### src/rtl/seq_pkg.sv
// Shared types and constants for the UART command sequencer.
// Segway command bytes are provided for benches that build stimulus queues.
package seq_pkg;

    localparam int DATA_W_DEF = 8;
    localparam int GAP_W_DEF  = 24;

    localparam logic [7:0] CMD_GO   = 8'h47;
    localparam logic [7:0] CMD_STOP = 8'h53;

    typedef enum logic [2:0] {
        IDLE      = 3'd0,
        SEND      = 3'd1,
        WAIT_DONE = 3'd2,
        GAP       = 3'd3,
        FINISH    = 3'd4
    } seq_state_t;

    typedef struct packed {
        logic [DATA_W_DEF-1:0] cmd;
        logic [GAP_W_DEF-1:0]  gap;
    } entry_t;

endpackage

### src/rtl/cmd_store.sv
// Entry storage for the sequencer: single write port, combinational read.
// Contents are deliberately not reset so a loaded sequence survives clr/abort semantics above it.
module cmd_store #(
    parameter int DEPTH  = 8,
    parameter int DATA_W = 8,
    parameter int GAP_W  = 24,
    localparam int IW    = $clog2(DEPTH)
) (
    input  logic              clk,
    input  logic              we,
    input  logic [IW-1:0]     wr_idx,
    input  logic [DATA_W-1:0] wr_cmd,
    input  logic [GAP_W-1:0]  wr_gap,
    input  logic [IW-1:0]     rd_idx,
    output logic [DATA_W-1:0] rd_cmd,
    output logic [GAP_W-1:0]  rd_gap
);

    logic [DEPTH-1:0][DATA_W-1:0] cmd_q;
    logic [DEPTH-1:0][GAP_W-1:0]  gap_q;

    always_ff @(posedge clk) begin
        if (we) begin
            cmd_q[wr_idx] <= wr_cmd;
            gap_q[wr_idx] <= wr_gap;
        end
    end

    assign rd_cmd = cmd_q[rd_idx];
    assign rd_gap = gap_q[rd_idx];

endmodule

### src/rtl/uart_cmd_sequencer.sv
// Replays a queue of {command, gap} entries through the UART_tx trmt/tx_done handshake,
// one-shot or looping, with abort and a per-entry idle gap after each tx_done.
module uart_cmd_sequencer
    import seq_pkg::*;
#(
    parameter int DEPTH  = 8,
    parameter int DATA_W = 8,
    parameter int GAP_W  = 24
) (
    input  logic                     clk,
    input  logic                     rst_n,
    input  logic                     wr_en,
    input  logic [DATA_W-1:0]        wr_cmd,
    input  logic [GAP_W-1:0]         wr_gap,
    input  logic                     clr,
    input  logic                     start,
    input  logic                     loop_en,
    input  logic                     abort,
    output logic                     trmt,
    output logic [DATA_W-1:0]        tx_data,
    input  logic                     tx_done,
    output logic [$clog2(DEPTH):0]   count,
    output logic                     full,
    output logic                     busy,
    output logic                     done,
    output logic                     wr_err,
    output logic [15:0]              loop_cnt
);

    localparam int IW = $clog2(DEPTH);
    localparam int CW = IW + 1;

    seq_state_t        state_q, state_d;
    logic [IW-1:0]     idx_q, idx_d;
    logic [CW-1:0]     count_q, count_d;
    logic              mode_q, mode_d;
    logic [15:0]       loop_cnt_q, loop_cnt_d;
    logic [GAP_W-1:0]  gap_cnt_q, gap_cnt_d;
    logic [DATA_W-1:0] tx_data_q, tx_data_d;
    logic              first_q, first_d;
    logic              wr_err_q, wr_err_d;
    logic              idle, wr_ok, advance;
    logic [DATA_W-1:0] rd_cmd;
    logic [GAP_W-1:0]  rd_gap;

    assign idle  = (state_q == IDLE);
    assign full  = (count_q == CW'(DEPTH));
    assign wr_ok = idle && wr_en && !clr && !full;

    cmd_store #(.DEPTH(DEPTH), .DATA_W(DATA_W), .GAP_W(GAP_W)) u_store (
        .clk    (clk),
        .we     (wr_ok),
        .wr_idx (count_q[IW-1:0]),
        .wr_cmd (wr_cmd),
        .wr_gap (wr_gap),
        .rd_idx (idx_q),
        .rd_cmd (rd_cmd),
        .rd_gap (rd_gap)
    );

    always_comb begin
        state_d    = state_q;
        idx_d      = idx_q;
        count_d    = count_q;
        mode_d     = mode_q;
        loop_cnt_d = loop_cnt_q;
        gap_cnt_d  = gap_cnt_q;
        tx_data_d  = tx_data_q;
        first_d    = 1'b0;
        advance    = 1'b0;
        // clr silently swallows a simultaneous write
        wr_err_d   = wr_en && !wr_ok && !(idle && clr);

        if (idle && clr)
            count_d = '0;
        else if (wr_ok)
            count_d = count_q + 1'b1;

        case (state_q)
            IDLE: begin
                // count_d already includes a same-cycle write
                if (start) begin
                    if (count_d == '0) begin
                        state_d = FINISH;
                    end else begin
                        state_d    = SEND;
                        idx_d      = '0;
                        mode_d     = loop_en;
                        loop_cnt_d = '0;
                    end
                end
            end
            SEND: begin
                tx_data_d = rd_cmd;
                first_d   = 1'b1;
                state_d   = WAIT_DONE;
            end
            WAIT_DONE: begin
                // tx_done may still be high from the previous byte in the first cycle
                if (!first_q && tx_done) begin
                    if (rd_gap == '0) begin
                        advance = 1'b1;
                    end else begin
                        gap_cnt_d = rd_gap;
                        state_d   = GAP;
                    end
                end
            end
            GAP: begin
                gap_cnt_d = gap_cnt_q - 1'b1;
                if (gap_cnt_q == GAP_W'(1))
                    advance = 1'b1;
            end
            FINISH:  state_d = IDLE;
            default: state_d = IDLE;
        endcase

        if (advance) begin
            if ({1'b0, idx_q} + CW'(1) < count_q) begin
                idx_d   = idx_q + 1'b1;
                state_d = SEND;
            end else if (mode_q) begin
                idx_d   = '0;
                state_d = SEND;
                if (loop_cnt_q != 16'hFFFF)
                    loop_cnt_d = loop_cnt_q + 16'd1;
            end else begin
                state_d = FINISH;
            end
        end

        if (abort && !idle)
            state_d = IDLE;
    end

    always_ff @(posedge clk or negedge rst_n) begin
        if (!rst_n) begin
            state_q    <= IDLE;
            idx_q      <= '0;
            count_q    <= '0;
            mode_q     <= 1'b0;
            loop_cnt_q <= '0;
            gap_cnt_q  <= '0;
            tx_data_q  <= '0;
            first_q    <= 1'b0;
            wr_err_q   <= 1'b0;
        end else begin
            state_q    <= state_d;
            idx_q      <= idx_d;
            count_q    <= count_d;
            mode_q     <= mode_d;
            loop_cnt_q <= loop_cnt_d;
            gap_cnt_q  <= gap_cnt_d;
            tx_data_q  <= tx_data_d;
            first_q    <= first_d;
            wr_err_q   <= wr_err_d;
        end
    end

    assign trmt     = (state_q == SEND) && !abort;
    assign tx_data  = (state_q == SEND) ? rd_cmd : tx_data_q;
    assign done     = (state_q == FINISH) && !abort;
    assign busy     = !idle;
    assign count    = count_q;
    assign wr_err   = wr_err_q;
    assign loop_cnt = loop_cnt_q;

endmodule

### config.mk
export PLATFORM = sky130hd
export DESIGN_NAME = uart_cmd_sequencer
export DESIGN_NICKNAME = d
export VERILOG_FILES = /design/src/rtl/seq_pkg.sv /design/src/rtl/cmd_store.sv /design/src/rtl/uart_cmd_sequencer.sv
export SDC_FILE = /design/constraint.sdc
export NUM_CORES = 1
export LEC_CHECK = 0
export ABC_AREA = 1
export BUFFER_PORTS_ARGS = -buffer_cell sky130_fd_sc_hd__buf_2
export CAP_MARGIN = 20
export CORE_ASPECT_RATIO = 2
export CORE_MARGIN = 2
export CORE_UTILIZATION = 60
export DETAILED_ROUTE_END_ITERATION = 12
export PLACE_DENSITY = 0.84
export REMOVE_ABC_BUFFERS = 1
export SETUP_SLACK_MARGIN = 0.15
export SLEW_MARGIN = 20
export SYNTH_ARGS = -nofsm -noshare
export SYNTH_HDL_FRONTEND = slang
export SYNTH_SLANG_ARGS = --single-unit
### constraint.sdc
create_clock -name clk -period 5.7 [get_ports clk]
set_input_delay 0.57 -clock clk [delete_from_list [all_inputs] [get_ports clk]]
set_output_delay 0.57 -clock clk [all_outputs]
set_load 0.1 [all_outputs]
==> metrics.txt, run 1 <==
critical path type=flip-flop to primary output; VDD IR max=0.0003371 V; Fin. Hold Viols=0; CP Max Fanout=70; pin count of the biggest net entering global routing=99; TNS Setup=0 ns; Synth Area in XOR/XNOR=1.649%; ANT cells=0; Max Clk Rate=235.3 MHz; Seq cells post-synth=317; reg2reg setup slack=1.51 ns; Worst-Margin Slew=1.045 ns; first-pass GRT wire length=52,400 um; Worst path top cell family by delay=buffers and inverters; WL met2=17,010 um; Post-Place Cell Area=14,870 um^2; crit path from=idx_q[1]; IO Pins=73; routed vias/inst=5.814; clock buffer count from CTS=27; # hold bufs at CTS=0; Clock Tree Root=clkbuf_16; routed wl met3=2345 um; CP endpoint kind=primary output; placer congestion estimate=0.9406; CP cell instances=buf_4 -> clkinv_2 -> o21ai_0 -> o221ai_1 -> o211ai_1 -> nand2_1 -> buf_2; H-tree depth=1; reg-to-reg startpoint=idx_q[1]; Final Net Count=1,534; clock slew seen by the registers of the worst setup and hold paths=0.07 ns; post-CTS resize count=0; All-Layer GR Usage=26.40%; CP max stage cell=clkinv_2; post-synthesis compound-gate area fraction=6.195%; Critical Path RT=5.13 ns; vias in the first global route=10,390; Core Rows=80; main combinational cell family by area after synthesis=simple AND/OR/NAND/NOR gates; Yosys cell types=35; Wirelength per Cell=18.36 um; fraction of layout cells with a size suffix above 1=11.02%; 1st-iter DRT viols=1,066; Final period util=74.56%; min-delay worst type=input port to asynchronous set/reset pin; status=finished, final reports clean; Area Growth Syn to Fin=9.685%; Post-DRT Antenna Nets=0; core region area=23,620 um^2; r2r worst-path depth=14; Post-Synth Adder-Cell Area=0.7853%; Startpoint Class=flip-flop; CP max stage delay=1.02 ns; die area=25,230 um^2; worst reg2reg path endpoint=loop_cnt[4]; Period minus WS final=4.250 ns; IO buf count=72; Final Max Slew Viols=0; Setup Viol. Count Final=0; Die Y=222.6 um; Clk Latency, worst-skew pair=0.55 ns; die width=113.3 um; Routed WL=32,930 um; unrepaired setup endpoints after global routing=false; Worst Path Buf+Inv=3; critical path endpoint=tx_data[7]; fin area=15,730 um^2; via count=10,420; Worst path depth=7; worst-case clock skew=0.01285 ns; post-CTS setup buffer count=0; initial antenna violation count=0; Starting Density=60.70%; HPWL Detailed=19,370 um; Clock Sinks=317; number of remaining DRC errors=0; CTS Buffer Depth=3; max-cap violation count=0; mux cell area share after synthesis=0%; Critical Path AT=3.68 ns; Lkg Pwr=0.006404 uW; Post-Syn Instances=1,428; Rel. slew slack=30.32%; met1 wire length=12,420 um; top sig layer=met4; simple-gate portion of the synthesized area=20.66%; register area share after synthesis=64.25%; Pre-antenna DRT Iters=6; overflow left after global routing=0; syn_area_per_cell=10.04 um^2; Post-Syn Area=14,340 um^2; CTS tree=yes; YS warnings=0; power per cell area=387.2 nW/um^2
## sequential cells by signal, indices dropped and copies added, names as in the netlist
signal,count
tx_data_q,8
first_q,1
mode_q,1
wr_err,1
u_store.gap_q,192
u_store.cmd_q,64
count,4
gap_cnt_q,24
loop_cnt,16
state_q,3
idx_q,3
## through the flow
stage / utilization, % / hold slack, ns / power, uW / worst slack [ns] / std cells
6_report: 66.58 / 0.2012 / 6090 / 1.450 / 1793
4_1_cts: 66.58 / 0.2214 / 6092 / 1.619 / 1793
5_1_grt: 66.58 / 0.2689 / 6341 / 1.278 / 1793
3_3_place_gp: 62.85 / 0.4649 / 4288 / 1.866 / 1742
2_1_floorplan: - / 0.2744 / 3945 / 0.4617 / 1367
3_5_place_dp: 62.97 / 0.4733 / 4333 / 2.029 / 1743
## synth_stat cells (all sizes together)
| library cell | count | area, um^2 |
|---|---|---|
| xor2 | 17 | 148.9 |
| o211ai | 6 | 45.04 |
| clkbuf | 24 | 90.09 |
| o21ai | 125 | 644.4 |
| a21oi | 3 | 15.01 |
| o22ai | 7 | 43.79 |
| nand2 | 362 | 1376 |
| nor2 | 188 | 710.7 |
| edfxtp | 256 | 7687 |
| ha | 9 | 112.6 |
| dfrtp | 61 | 1526 |
| nor3 | 32 | 165.2 |
| clkinv | 2 | 7.510 |
| nand4 | 11 | 68.82 |
| nor4 | 5 | 31.28 |
| nand3 | 114 | 610.6 |
| inv | 142 | 535.5 |
| xnor2 | 10 | 87.58 |
| a31oi | 2 | 12.51 |
| o21bai | 1 | 7.510 |
| a21o | 2 | 15.01 |
| buf | 37 | 292.8 |
| o221ai | 12 | 105.1 |
## placed cells by master, fill, tap and decap left out, drive strengths merged
| master | count |
|---|---|
| nand2 | 362 |
| edfxtp | 256 |
| nor2 | 188 |
| inv | 143 |
| o21ai | 125 |
| nand3 | 114 |
| buf | 89 |
| dfrtp | 61 |
| clkbuf | 38 |
| nor3 | 32 |
| xor2 | 17 |
| o221ai | 12 |
| nand4 | 11 |
| xnor2 | 10 |
| ha | 9 |
| clkinv | 9 |
| o22ai | 7 |
| o211ai | 6 |
| nor4 | 5 |
| a21oi | 3 |
| clkinvlp | 3 |
| a21o | 2 |
| a31oi | 2 |
| o21bai | 1 |
| bufinv | 1 |
## routing by layer
metal	up-vias	track usage (%)
met5	-	0
met4	0	11.33
met3	83	3.328
met2	452	45.64
met1	5009	33.30
li1	4880	-
## worst register-to-register path: stages, from the launching register on
cell	delay [ns]
dfrtp_2	0.34
buf_4	0.64
clkinv_2	1.03
nand3_1	0.43
nand3_1	0.10
nand2_1	0.14
nand2_1	0.07
nor2_1	0.09
nand2_1	0.09
nor2_2	0.26
nand3_2	0.14
nand2_2	0.14
nand2_2	0.32
nand3_1	0.19
o21ai_1	0.09
## cell type report
| type | instances | area (um^2) |
|---|---|---|
| inverters | 144 | 544.3 |
| clock buffers | 38 | 757.0 |
| multi-input cells | 906 | 4245 |
| fillers | 1757 | 7894 |
| clock inverters | 12 | 96.34 |
| repair buffers | 89 | 508.0 |
| well taps | 287 | 359.1 |
| flip-flops and latches | 317 | 9219 |
## power breakdown
| part | internal (uW) | switching [uW] |
|---|---|---|
| logic | 312 | 1120 |
| clock network | 976 | 808 |
| registers | 2730 | 145 |
## how the worst min path moves through the flow
stage / to / start / slack (ns) / depth (start not counted)
final: gap_cnt_q[3] / rst_n / 0.20 / 2
after detailed placement: tx_data_q[2] / tx_data_q[2] / 0.47 / 2
after global routing: gap_cnt_q[3] / rst_n / 0.27 / 2
after CTS: gap_cnt_q[3] / rst_n / 0.22 / 2
after floorplan: count[0] / rst_n / 0.27 / 0
after global placement: tx_data_q[7] / tx_data_q[7] / 0.46 / 2
## cell families (layout without fill, tap and decap cells)
| kind of cell | Yosys count | in the layout |
|---|---|---|
| simple gates | 712 | 712 |
| compound gates | 158 | 158 |
| xor+xnor | 27 | 27 |
| buf+inv | 205 | 283 |
| flops | 317 | 317 |
| fa+ha+maj | 9 | 9 |
Note: power is estimated with default switching activity, not from simulation.
==> inputs of run 2 (changes only) <==
- CORE_UTILIZATION: 60 -> 55
- PLACE_DENSITY: 0.84 -> 0.82
- clock period: 5.7 -> 3.62 ns (I/O delays scaled with it)
==> metrics.txt, run 2 (synthesized netlist as in run 1, its figures left out) <==
max-cap violation count=0; clock buffer count from CTS=27; Core Rows=83; Routed WL=34,320 um; IO Pins=73; Pre-antenna DRT Iters=5; fillers=1,946; power per cell area=625.6 nW/um^2; All-Layer GR Usage=25.18%; overflow left after global routing=0; unrepaired setup endpoints after global routing=false; Critical Path RT=3.26 ns; Die Y=232.4 um; min-delay worst type=input port to flip-flop; Fin. Hold Viols=0; area occupied by multi-input gates=4245 um^2; post-CTS setup buffer count=0; critical path type=flip-flop to primary output; fraction of layout cells with a size suffix above 1=11.85%; number of remaining DRC errors=0; status=finished, final reports clean; Clock Sinks=317; first-pass GRT wire length=54,570 um; Wirelength per Cell=18.45 um; HPWL Detailed=20,700 um; Startpoint Class=flip-flop; die width=118.2 um; Largest register FFs=192; Lkg Pwr=0.006540 uW; CP endpoint kind=primary output; Post-DRT Antenna Nets=0; IO buf count=72; Period minus WS final=3.310 ns; via count=10,580; initial antenna violation count=1; VDD IR max=0.0006497 V; clock slew seen by the registers of the worst setup and hold paths=0.07 ns; vias in the first global route=10,650; top flop regs=u_store.gap_q: 192 flops, u_store.cmd_q: 64 flops, gap_cnt_q: 24 flops; Max Clk Rate=302.1 MHz; total power=10,080 uW; Final Max Slew Viols=0; CTS Buffer Depth=3; Rel. slew slack=46.27%; Post-Route Utilization=62.80%; H-tree depth=1; core region area=25,650 um^2; Area Growth Syn to Fin=12.33%; Most flops, register=u_store.gap_q; placer congestion estimate=0.9499; Clock Tree Root=clkbuf_16; Setup Viol. Count Final=0; Clk Latency, worst-skew pair=0.57 ns; Final Net Count=1,547; post-CTS resize count=0; pin count of the biggest net entering global routing=116; Starting Density=55.90%; leading cell type in the layout, fill and taps excluded=nand2_1; worst-case clock skew=0.02390 ns; Worst-Margin Slew=0.8041 ns; most frequent cells in the layout=357 x nand2_1, 256 x edfxtp_1, 184 x nor2_1, 137 x inv_1, 106 x nand3_1; routed vias/inst=5.687; CP Max Fanout=46; register area=9219 um^2; 1st-iter DRT viols=924; die area=27,460 um^2; CTS tree=yes; Critical Path AT=2.95 ns; Final period util=91.44%
## run 2: cell types whose count changed in the layout (fill, tap and decap cells not counted), sizes merged
| cell | before | now |
|---|---|---|
| diode | 0 | 1 |
| inv | 143 | 145 |
| clkinv | 9 | 6 |
| buf | 89 | 101 |
| dlygate4sd3 | 0 | 1 |
| clkinvlp | 3 | 2 |
| bufinv | 1 | 5 |
| clkbuf | 38 | 36 |
## run 2: report_power, final
| part | total (uW) | leakage, uW | switching, uW | internal [uW] |
|---|---|---|---|---|
| Clock | 3090 | 0.000455 | 1300 | 1790 |
| Sequential | 4530 | 0.00309 | 231 | 4290 |
| Combinational | 2460 | 0.00300 | 1810 | 655 |
## run 2: through the flow
| stage | hold slack, ns | setup slack, ns | instance area, um^2 | cells | setup TNS (ns) |
|---|---|---|---|---|---|
| after floorplan | 0.06641 | -1.618 | 13960 | 1367 | -432.47 |
| after global placement | 0.4586 | 0.7582 | 15150 | 1808 | 0 |
| after detailed placement | 0.4629 | 0.6803 | 15150 | 1808 | 0 |
| after CTS | 0.03675 | 0.3468 | 16110 | 1859 | 0 |
| after global routing | 0.06830 | 0.1998 | 16110 | 1860 | 0 |
| final | 0.05465 | 0.3097 | 16110 | 1860 | 0 |
## run 2: final cells by class
| class | count | share of cell area, % |
|---|---|---|
| diodes | 1 | 0.01554 |
| clock buffers | 36 | 4.529 |
| clock inverters | 14 | 1.320 |
| inverters | 144 | 3.371 |
| multi-input cells | 906 | 26.36 |
| flip-flops and latches | 317 | 57.23 |
| well taps | 340 | 2.641 |
| repair buffers | 102 | 4.536 |
## run 2: worst paths after layout
kind                              start             to  slack (ns)  cells past startpoint
hold / removal                    wr_en         wr_err        0.05                      3
max in group asynchronous         rst_n   tx_data_q[6]        2.45                      3
min in group asynchronous         rst_n  gap_cnt_q[17]        0.42                      2
hold reg to reg            tx_data_q[7]   tx_data_q[7]        0.48                      2
setup / recovery               idx_q[0]     tx_data[4]        0.31                      8
setup reg to reg               idx_q[0]    loop_cnt[4]        0.62                     14
## run 2: per-layer routing
metal  routed length (um)  track usage [%]  vias up
li1                     -                -     4910
met5                    0                0        -
met2                18480            46.41      514
met4                 1556            13.40        0
met3                 2356            3.217      104
met1                11930            28.01     5050
## run 2: what timing repair did
action | CTS | global route
hold endpoints to repair | 32 | 0
setup endpoints to repair | 0 | 0
hold buffers | 1 | 0
## run 2: worst max-delay path, stage by stage, from the launching register on
cell	delay (ns)
dfrtp_4	0.50
inv_4	0.39
buf_4	0.30
buf_4	0.29
o21ai_0	0.15
o221ai_1	0.27
nand3_1	0.12
nand2_1	0.15
buf_12	0.19
==> inputs of run 3 (changes only) <==
- CORE_UTILIZATION: 55 -> 56
- PLACE_DENSITY: 0.82 -> 0.83
- REMOVE_ABC_BUFFERS: 1 -> default
- SYNTH_HIERARCHICAL: default -> 1
==> metrics.txt, run 3 <==
Core Rows=85; Lkg Pwr=0.007937 uW; Post-Syn Nets=1,722; HPWL Detailed=20,570 um; ranking of synthesized cells by area=edfxtp_1 51%, nand2_1 14%, dfrtp_1 10%; core region area=26,690 um^2; IO Pins=73; Final Max Slew Viols=0; CP endpoint kind=flip-flop; H-tree depth=1; first-pass GRT wire length=56,280 um; Clk Latency, worst-skew pair=0.57 ns; leading cell type in the layout, fill and taps excluded=nand2_1; Period minus WS final=3.229 ns; Worst Path Buf+Inv=3; Synth async-reset ratio=19.24%; Startpoint Class=flip-flop; CP max stage cell=dfrtp_4; Post-Syn Area=15,090 um^2; placer congestion estimate=0.9549; CTS tree=yes; EDFF count, synth=256; syn_area_per_cell=9.019 um^2; VDD IR max=0.0005378 V; fraction of layout cells with a size suffix above 1=9.847%; clock buffer count from CTS=28; Seq cells post-synth=317; worst-case clock skew=0.02165 ns; Area Growth Syn to Fin=12.94%; Setup Viol. Count Final=0; number of remaining DRC errors=0; Synth top area share=50.95%; Fin. Hold Viols=0; initial antenna violation count=3; cell taking the most area after synthesis=edfxtp_1; Wirelength per Cell=16.71 um; Clock Tree Root=clkbuf_16; clock slew seen by the registers of the worst setup and hold paths=0.07 ns; Routed WL=35,360 um; die width=120.1 um; Critical Path RT=4.06 ns; post-CTS setup buffer count=0; Die Y=236.1 um; Yosys cell types=40; Final period util=89.19%; Pre-antenna DRT Iters=8; max-cap violation count=0; unrepaired setup endpoints after global routing=false; Post-DRT Antenna Nets=0; top flop regs=u_store/gap_q: 192 flops, u_store/cmd_q: 64 flops, gap_cnt_q: 24 flops; die area=28,350 um^2; Post-Syn Instances=1,673; Final Net Count=1,794; CP cell instances=buf_12 -> nand2_1 -> nand3_1 -> nand2_1 -> nand2_1 -> nand2_1 -> nor2_1 -> nand2_1 -> nor2_1 -> nand4_1 -> nand2_1 -> inv_1 -> nor2_4 -> inv_2 -> nand2_4 -> o21ai_0; total power=10,510 uW; CP Max Fanout=131; critical path type=flip-flop to flip-flop; vias in the first global route=11,390; TNS Setup=0 ns; most frequent CP cell=nand2_1; Post-Route Utilization=63.84%; worst setup margin=0.3913 ns; Place WS=0.2816 ns; CTS Buffer Depth=3; Post-Place Cell Area=15,960 um^2; YS warnings=6; All-Layer GR Usage=25.11%; status=finished, final reports clean; Worst-Margin Slew=0.7529 ns; Most flops, register=u_store/gap_q; via count=11,430; power per cell area=616.6 nW/um^2; most frequent cells in the layout=572 x nand2_1, 338 x inv_1, 256 x edfxtp_1, 175 x nand3_1, 70 x nor2_1; most frequent cell after synthesis=nand2_1; Clock Sinks=317; overflow left after global routing=0; CP max stage delay=0.45 ns; IO buf count=72; min-delay worst type=input port to flip-flop; 1st-iter DRT viols=1,072; most frequent cells after synthesis=572 x nand2_1, 338 x inv_1, 256 x edfxtp_1, 175 x nand3_1, 78 x nor2_1; Rel. slew slack=49.81%; fin area=17,040 um^2; Starting Density=56.53%; Primary FF master, synth=edfxtp_1; pin count of the biggest net entering global routing=132; Critical Path AT=3.67 ns; routed vias/inst=5.399; Worst path top cell family by delay=simple AND/OR/NAND/NOR gates; register area share after synthesis=61.06%; Max Clk Rate=309.7 MHz; Largest register FFs=192
-- run 3: changes by cell type after synthesis, moves of 7 or more --
cell	before	now
clkbuf_1	24	9
xnor2_1	10	3
nand2_1	357	572
nor2_1	186	78
buf_2	12	24
nand3_1	106	175
o21ai_0	86	28
inv_1	137	338
nor3_1	31	12
o21ai_1	34	2
-- run 3: logic make-up after synthesis --
kind of cell	share of synthesized area (%)
AOI/OAI and AO/OA	2.629
xor gates and xnor gates	0.8126
adders and majority gates	0.7463
buffers and inverters	10.87
DFF	61.06
and+or+nand+nor	23.88
-- run 3: power by group --
group | switching, uW | internal [uW] | total, uW
clock | 1330 | 2040 | 3370
combinational | 1900 | 716 | 2620
sequential | 226 | 4290 | 4520
total | 3450 | 7050 | 10500
-- run 3: layout make-up --
cell class | count | area (um^2)
flip-flops and latches | 317 | 9219
inverters | 347 | 1305
fillers | 2045 | 9653
clock buffers | 34 | 784.5
repair buffers | 96 | 713.2
clock inverters | 18 | 281.5
diodes | 1 | 2.502
multi-input cells | 955 | 4300
well taps | 348 | 435.4
-- run 3: worst reg2reg max path, stage by stage (launching register included) --
cell     delay [ns]
dfrtp_4        0.45
buf_12         0.37
nand2_1        0.36
nand3_1        0.12
nand2_1        0.06
nand2_1        0.05
nand2_1        0.14
nor2_1         0.13
nand2_1        0.06
nor2_1         0.23
nand4_1        0.18
nand2_1        0.20
inv_1          0.14
nor2_4         0.24
inv_2          0.13
nand2_4        0.14
o21ai_0        0.10
-- run 3: repair_timing --
| item | CTS | global route |
|---|---|---|
| endpoints found under the hold margin | 27 | 0 |
| setup endpoints to repair | 0 | 21 |
| hold buffers | 1 | 0 |
| resized for setup | 0 | 2 |
-- run 3: path summary, 6_finish.rpt --
path	from	to	slack [ns]	cells after the start
min reg2reg	tx_data_q[5]	tx_data_q[5]	0.53	2
min	wr_en	wr_err	0.03	3
max reg2reg	idx_q[0]	loop_cnt[14]	0.39	16
max	idx_q[0]	loop_cnt[14]	0.39	16
min in group asynchronous	rst_n	count[1]	0.41	2
max in group asynchronous	rst_n	tx_data_q[2]	2.34	3
-- run 3: stage by stage --
step                      hold slack [ns]  std cells
after floorplan                   0.06641       1673
after global placement             0.4479       2062
after detailed placement           0.4579       2062
after CTS                         0.02226       2115
after global routing              0.04752       2116
final                             0.03185       2116
-- run 3: routing by layer --
metal	wire length (um)	GRT usage, %
met1	13170	30.57
met2	18210	44.37
met3	2867	3.651
met4	1085	10.09
met5	25	0
